[src/rtl/shift_ctrl_pkg.sv]
// shift_ctrl_pkg: op codes, shift-register select codes and FSM states for shift_seq_ctrl
package shift_ctrl_pkg;
  typedef enum logic [2:0] {
    OP_NOP   = 3'b000,
    OP_LOAD  = 3'b001,
    OP_SHR   = 3'b010,
    OP_SHL   = 3'b011,
    OP_ROTR  = 3'b100,
    OP_ROTL  = 3'b101,
    OP_CLEAR = 3'b110,
    OP_RSVD  = 3'b111
  } op_t;
  localparam logic [1:0] SEL_HOLD = 2'b00;
  localparam logic [1:0] SEL_SHR  = 2'b01;
  localparam logic [1:0] SEL_SHL  = 2'b10;
  localparam logic [1:0] SEL_LOAD = 2'b11;
  typedef enum logic [1:0] {S_IDLE, S_LOAD, S_SHIFT, S_DONE} state_t;
  function automatic logic is_shift(op_t o);
    return o inside {OP_SHR, OP_SHL, OP_ROTR, OP_ROTL};
  endfunction
  function automatic logic is_right(op_t o);
    return o == OP_SHR || o == OP_ROTR;
  endfunction
endpackage

[src/rtl/shift_seq_ctrl.sv]
// shift_seq_ctrl: sequences load/clear/shift/rotate commands onto a universal shift register
// Ports:
//   clk, rst (async, active-low)
//   cmd_valid/cmd_ready/cmd_op/cmd_cnt/cmd_data : command handshake from host
//   sin                                         : serial fill bit for SHR/SHL
//   usr_sel/usr_par/usr_il/usr_ir               : drive pins of the shift register
//   usr_q                                       : shift register contents
//   sout/sout_valid                             : bit leaving the register each shift cycle
//   busy/done/result                            : status and final contents
module shift_seq_ctrl
  import shift_ctrl_pkg::*;
#(
  parameter int WIDTH = 4,
  parameter int CNT_W = 3
) (
  input  logic             clk,
  input  logic             rst,
  input  logic             cmd_valid,
  output logic             cmd_ready,
  input  logic [2:0]       cmd_op,
  input  logic [CNT_W-1:0] cmd_cnt,
  input  logic [WIDTH-1:0] cmd_data,
  input  logic             sin,
  output logic [1:0]       usr_sel,
  output logic [WIDTH-1:0] usr_par,
  output logic             usr_il,
  output logic             usr_ir,
  input  logic [WIDTH-1:0] usr_q,
  output logic             sout,
  output logic             sout_valid,
  output logic             busy,
  output logic             done,
  output logic [WIDTH-1:0] result
);
  state_t           state;
  op_t              op;
  logic [CNT_W-1:0] rem;
  logic [WIDTH-1:0] data;
  logic             shifting, right, fill;
  always_ff @(posedge clk or negedge rst)
    if (!rst) begin
      state <= S_IDLE;
      op    <= OP_NOP;
      rem   <= '0;
      data  <= '0;
    end else
      case (state)
        S_IDLE:
          if (cmd_valid) begin
            op    <= op_t'(cmd_op);
            rem   <= cmd_cnt;
            data  <= cmd_data;
            state <= (op_t'(cmd_op) == OP_LOAD || op_t'(cmd_op) == OP_CLEAR) ? S_LOAD :
                     (is_shift(op_t'(cmd_op)) && cmd_cnt != '0) ? S_SHIFT : S_DONE;
          end
        S_LOAD: state <= S_DONE;
        S_SHIFT: begin
          rem <= rem - CNT_W'(1);
          if (rem == CNT_W'(1)) state <= S_DONE;
        end
        default: state <= S_IDLE;
      endcase
  // Rotates feed the exiting bit back in; plain shifts fill from sin.
  always_comb begin
    shifting   = state == S_SHIFT;
    right      = is_right(op);
    fill       = (op == OP_SHR || op == OP_SHL) ? sin : right ? usr_q[0] : usr_q[WIDTH-1];
    usr_sel    = shifting ? (right ? SEL_SHR : SEL_SHL) : state == S_LOAD ? SEL_LOAD : SEL_HOLD;
    usr_par    = (state == S_LOAD && op == OP_LOAD) ? data : '0;
    usr_ir     = shifting && right && fill;
    usr_il     = shifting && !right && fill;
    sout       = shifting && (right ? usr_q[0] : usr_q[WIDTH-1]);
    sout_valid = shifting;
    busy       = state != S_IDLE;
    done       = state == S_DONE;
    result     = done ? usr_q : '0;
    cmd_ready  = rst && state == S_IDLE;
  end
endmodule
[config.mk]
export PLATFORM = sky130hd
export DESIGN_NAME = shift_seq_ctrl
export DESIGN_NICKNAME = d
export VERILOG_FILES = /design/src/rtl/shift_ctrl_pkg.sv /design/src/rtl/shift_seq_ctrl.sv
export SDC_FILE = /design/constraint.sdc
export NUM_CORES = 1
export LEC_CHECK = 0
export CAP_MARGIN = 20
export CORE_UTILIZATION = 42
export DETAILED_ROUTE_END_ITERATION = 6
export GPL_TIMING_DRIVEN = 1
export PLACE_DENSITY = 0.76
export SYNTH_ARGS = -nofsm -noshare
export SYNTH_HDL_FRONTEND = slang
export SYNTH_SLANG_ARGS = --single-unit
[constraint.sdc]
create_clock -name clk -period 2.05 [get_ports clk]
set_input_delay 0.41 -clock clk [delete_from_list [all_inputs] [get_ports clk]]
set_output_delay 0.41 -clock clk [all_outputs]
set_load 0.005 [all_outputs]
==> qor.yml <==
die_area_um2: 2270
min_path_type: "flip-flop to flip-flop"
first_pass_iters: 4
cts_sinks: 12
synth_top_area_share_pct: 34.3
synth-xor-area-share_pct: 2.00
synth_nets: 116
grt_pass1_wl_mm: 3.55
synth_simple_gate_area_share_pct: 21.4
critPathArrivalTime_ns: 1.60
ys_seq_elements: 12
yosysMostFrequentCell: "dfrtp_1"
finalHoldViolations: 0
nets: 165
die_h_um: 47.7
placedCellCount: 158
syn_avg_cell_area_um2: 9.52
drv_slew: 0
routed_wl_mm: 2.41
grt_pass1_vias: 838
gp_congestion: 0.689
startpoint_type: "flip-flop"
final.period_utilization_pct: 98.2
route.vias.total: 902
cts_buffers: 3
timing.rr.start: "state[1]$_DFFE_PN0P_"
final_area_um2: 1400
hold_buffers: 0
crit_type: "flip-flop to output port"
synth_top_family_by_area: "simple AND/OR/NAND/NOR gates"
relSlewSlack_pct: 78.7
fin_crit_ns: 2.01
drc: 0
seq_area_frac_synth_pct: 34.3
critPathLaunch: "state[0]$_DFFE_PN0P_"
routedWlPerCell_um: 14.5
cp.required_ns: 1.64
cellPowerDensity_nw_per_um2: 1330
fin_cells: 166
area_delta_synth_final_pct: 60.3
first_iter_violations: 24
max_freq_mhz: 497
synthMuxAreaShare_pct: 10.1
worst_slew_pin_slew_ns: 0.318
syn_inst: 92
synthesis.area_um2: 876
rsz0062_at_grt: "true"
io_pins: 35
h-tree-depth: 1
status: "finished clean"
ir_drop_uv: 668
setup-violations-final: 0
place_ws_ns: -0.319
cts_tree: "yes"
ys.flop_type: "dfrtp_1"
drive_gt1_share_pct: 33.1
dp.final_hpwl_mm: 1.80
synth_top_area_cell: "dfrtp_1"
synth.distinct_cells: 35
synth_common_cells: "dfrtp_1 (12), and2_1 (9), inv_1 (7), mux2_2 (7)"
port_buffers: 34
synth-edff-count: 0
ant_nets: 0
grt_start_max_net_pins: 13
clock_path_buffers: 2
crit_fanout: 12
leakage_uw: 0.000672
cts.reportedPaths.clkPinSlew_ns: 0.08
maxCapViolCount: 0
grt_usage_pct: 22.6
core_um2: 1960
yosysWarnings: 0
end_kind: "output port"
diodes: 0
grt-ovfl-total: 0
viasPerCell: 5.43
synth_area_leaders: "dfrtp_1 (34%), mux2_2 (9.0%), ha_1 (8.6%)"
min-delay-start: "data[0]$_DFFE_PN0P_"
timing.final.ws_setup_ns: 0.0376
initial_core_util_pct: 44.6
die_w_um: 47.7
async_flop_share_pct: 100
fin_skew_ns: 0.0122
clock_latency_ns: 0.27
synth_compound_area_share_pct: 18.9
ctsRootBufferMaster: "clkbuf_4"
placed_cell_area_um2: 1290
rows: 16
synth_fa_ha_area_share_pct: 8.57
antenna_found_initial: 0
==> cell usage in the layout, fill, tap and decap left out, types with 2 or more instances in the layout <==
cell type and instances:
inv_1 5, ha_2 2, nand3_1 2, mux2_2 7, inv_2 2, buf_4 10, ha_1 2, and2_1 8
clkbuf_4 3, nor2_1 2, nand2b_1 4, a21oi_1 4, buf_2 2, clkbuf_2 4, dfrtp_1 11, nand3b_1 2
clkdlybuf4s15_1 2, dlymetal6s2s_1 5, o2bb2ai_1 2, o22ai_1 2, clkdlybuf4s50_1 21, ha_4 2, or2_2 2, buf_6 3
a211oi_1 2, o21ai_0 6
==> report_power, final <==
group / internal [uW] / leakage (uW) / total (uW) / switching, uW
logic: 691 / 0.000519 / 1230 / 540
registers: 365 / 0.000139 / 488 / 123
clock network: 67.9 / 0.0000138 / 145 / 77.1
==> critical path, stage by stage, from the launching register on <==
cell             delay, ns
dfrtp_1               0.41
inv_2                 0.08
ha_2                  0.19
buf_6                 0.15
clkdlybuf4s50_1       0.50
==> area by class of cell <==
class | instances | area, um2
multi-input cells | 70 | 588
fillers | 157 | 558
repair buffers | 47 | 432
flip-flops and latches | 12 | 302
well taps | 27 | 33.8
inverters | 7 | 26.3
clock buffers | 3 | 22.5
==> worst paths after layout <==
kind / to / slack (ns) / depth (start not counted)
hold reg to reg: data[0]$_DFFE_PN0P_ / 0.50 / 1
max in group asynchronous: op[1]$_DFFE_PN0P_ / 1.34 / 2
setup reg to reg: data[2]$_DFFE_PN0P_ / 0.48 / 5
min in group asynchronous: rem[0]$_DFFE_PN0P_ / 0.52 / 2
hold / removal: data[0]$_DFFE_PN0P_ / 0.50 / 1
setup / recovery: sout_valid / 0.04 / 4
==> timing repair <==
action | in CTS | in global routing
pin swaps | 2 | 1
gates resized for setup | 25 | 22
cloned | 0 | 0
endpoints found under the setup margin | 13 | 14
buffers inserted | 5 | 0
==> per-layer routing <==
layer	track usage [%]	wire (um)
met3	4.91	130
met2	39.7	1230
met5	0	0
met1	27.2	1020
met4	8.33	24
==> cell families after synthesis <==
logic type / after synthesis
fa+ha+maj: 6
flops: 12
buf+inv: 10
mux: 8
xor+xnor: 2
simple gates: 29
compound gates: 25
==> metrics by stage <==
stage / util, % / power, uW / hold slack [ns] / setup TNS (ns)
4_1_cts: 70.3 / 1830 / 0.506 / -0.304
2_1_floorplan: - / 1090 / 0.114 / 0
3_5_place_dp: 66.0 / 1580 / 0.489 / -0.915
5_1_grt: 71.6 / 2010 / 0.529 / -0.0752
3_3_place_gp: 66.0 / 1520 / 0.480 / -0.722
6_report: 71.6 / 1860 / 0.502 / 0
==> registers in the layout, summed over array words and instances, names as in the netlist <==
name and cells:
rem 3, data 4, state 2, op 3
No activity file was read; power rests on OpenSTA's default activity.
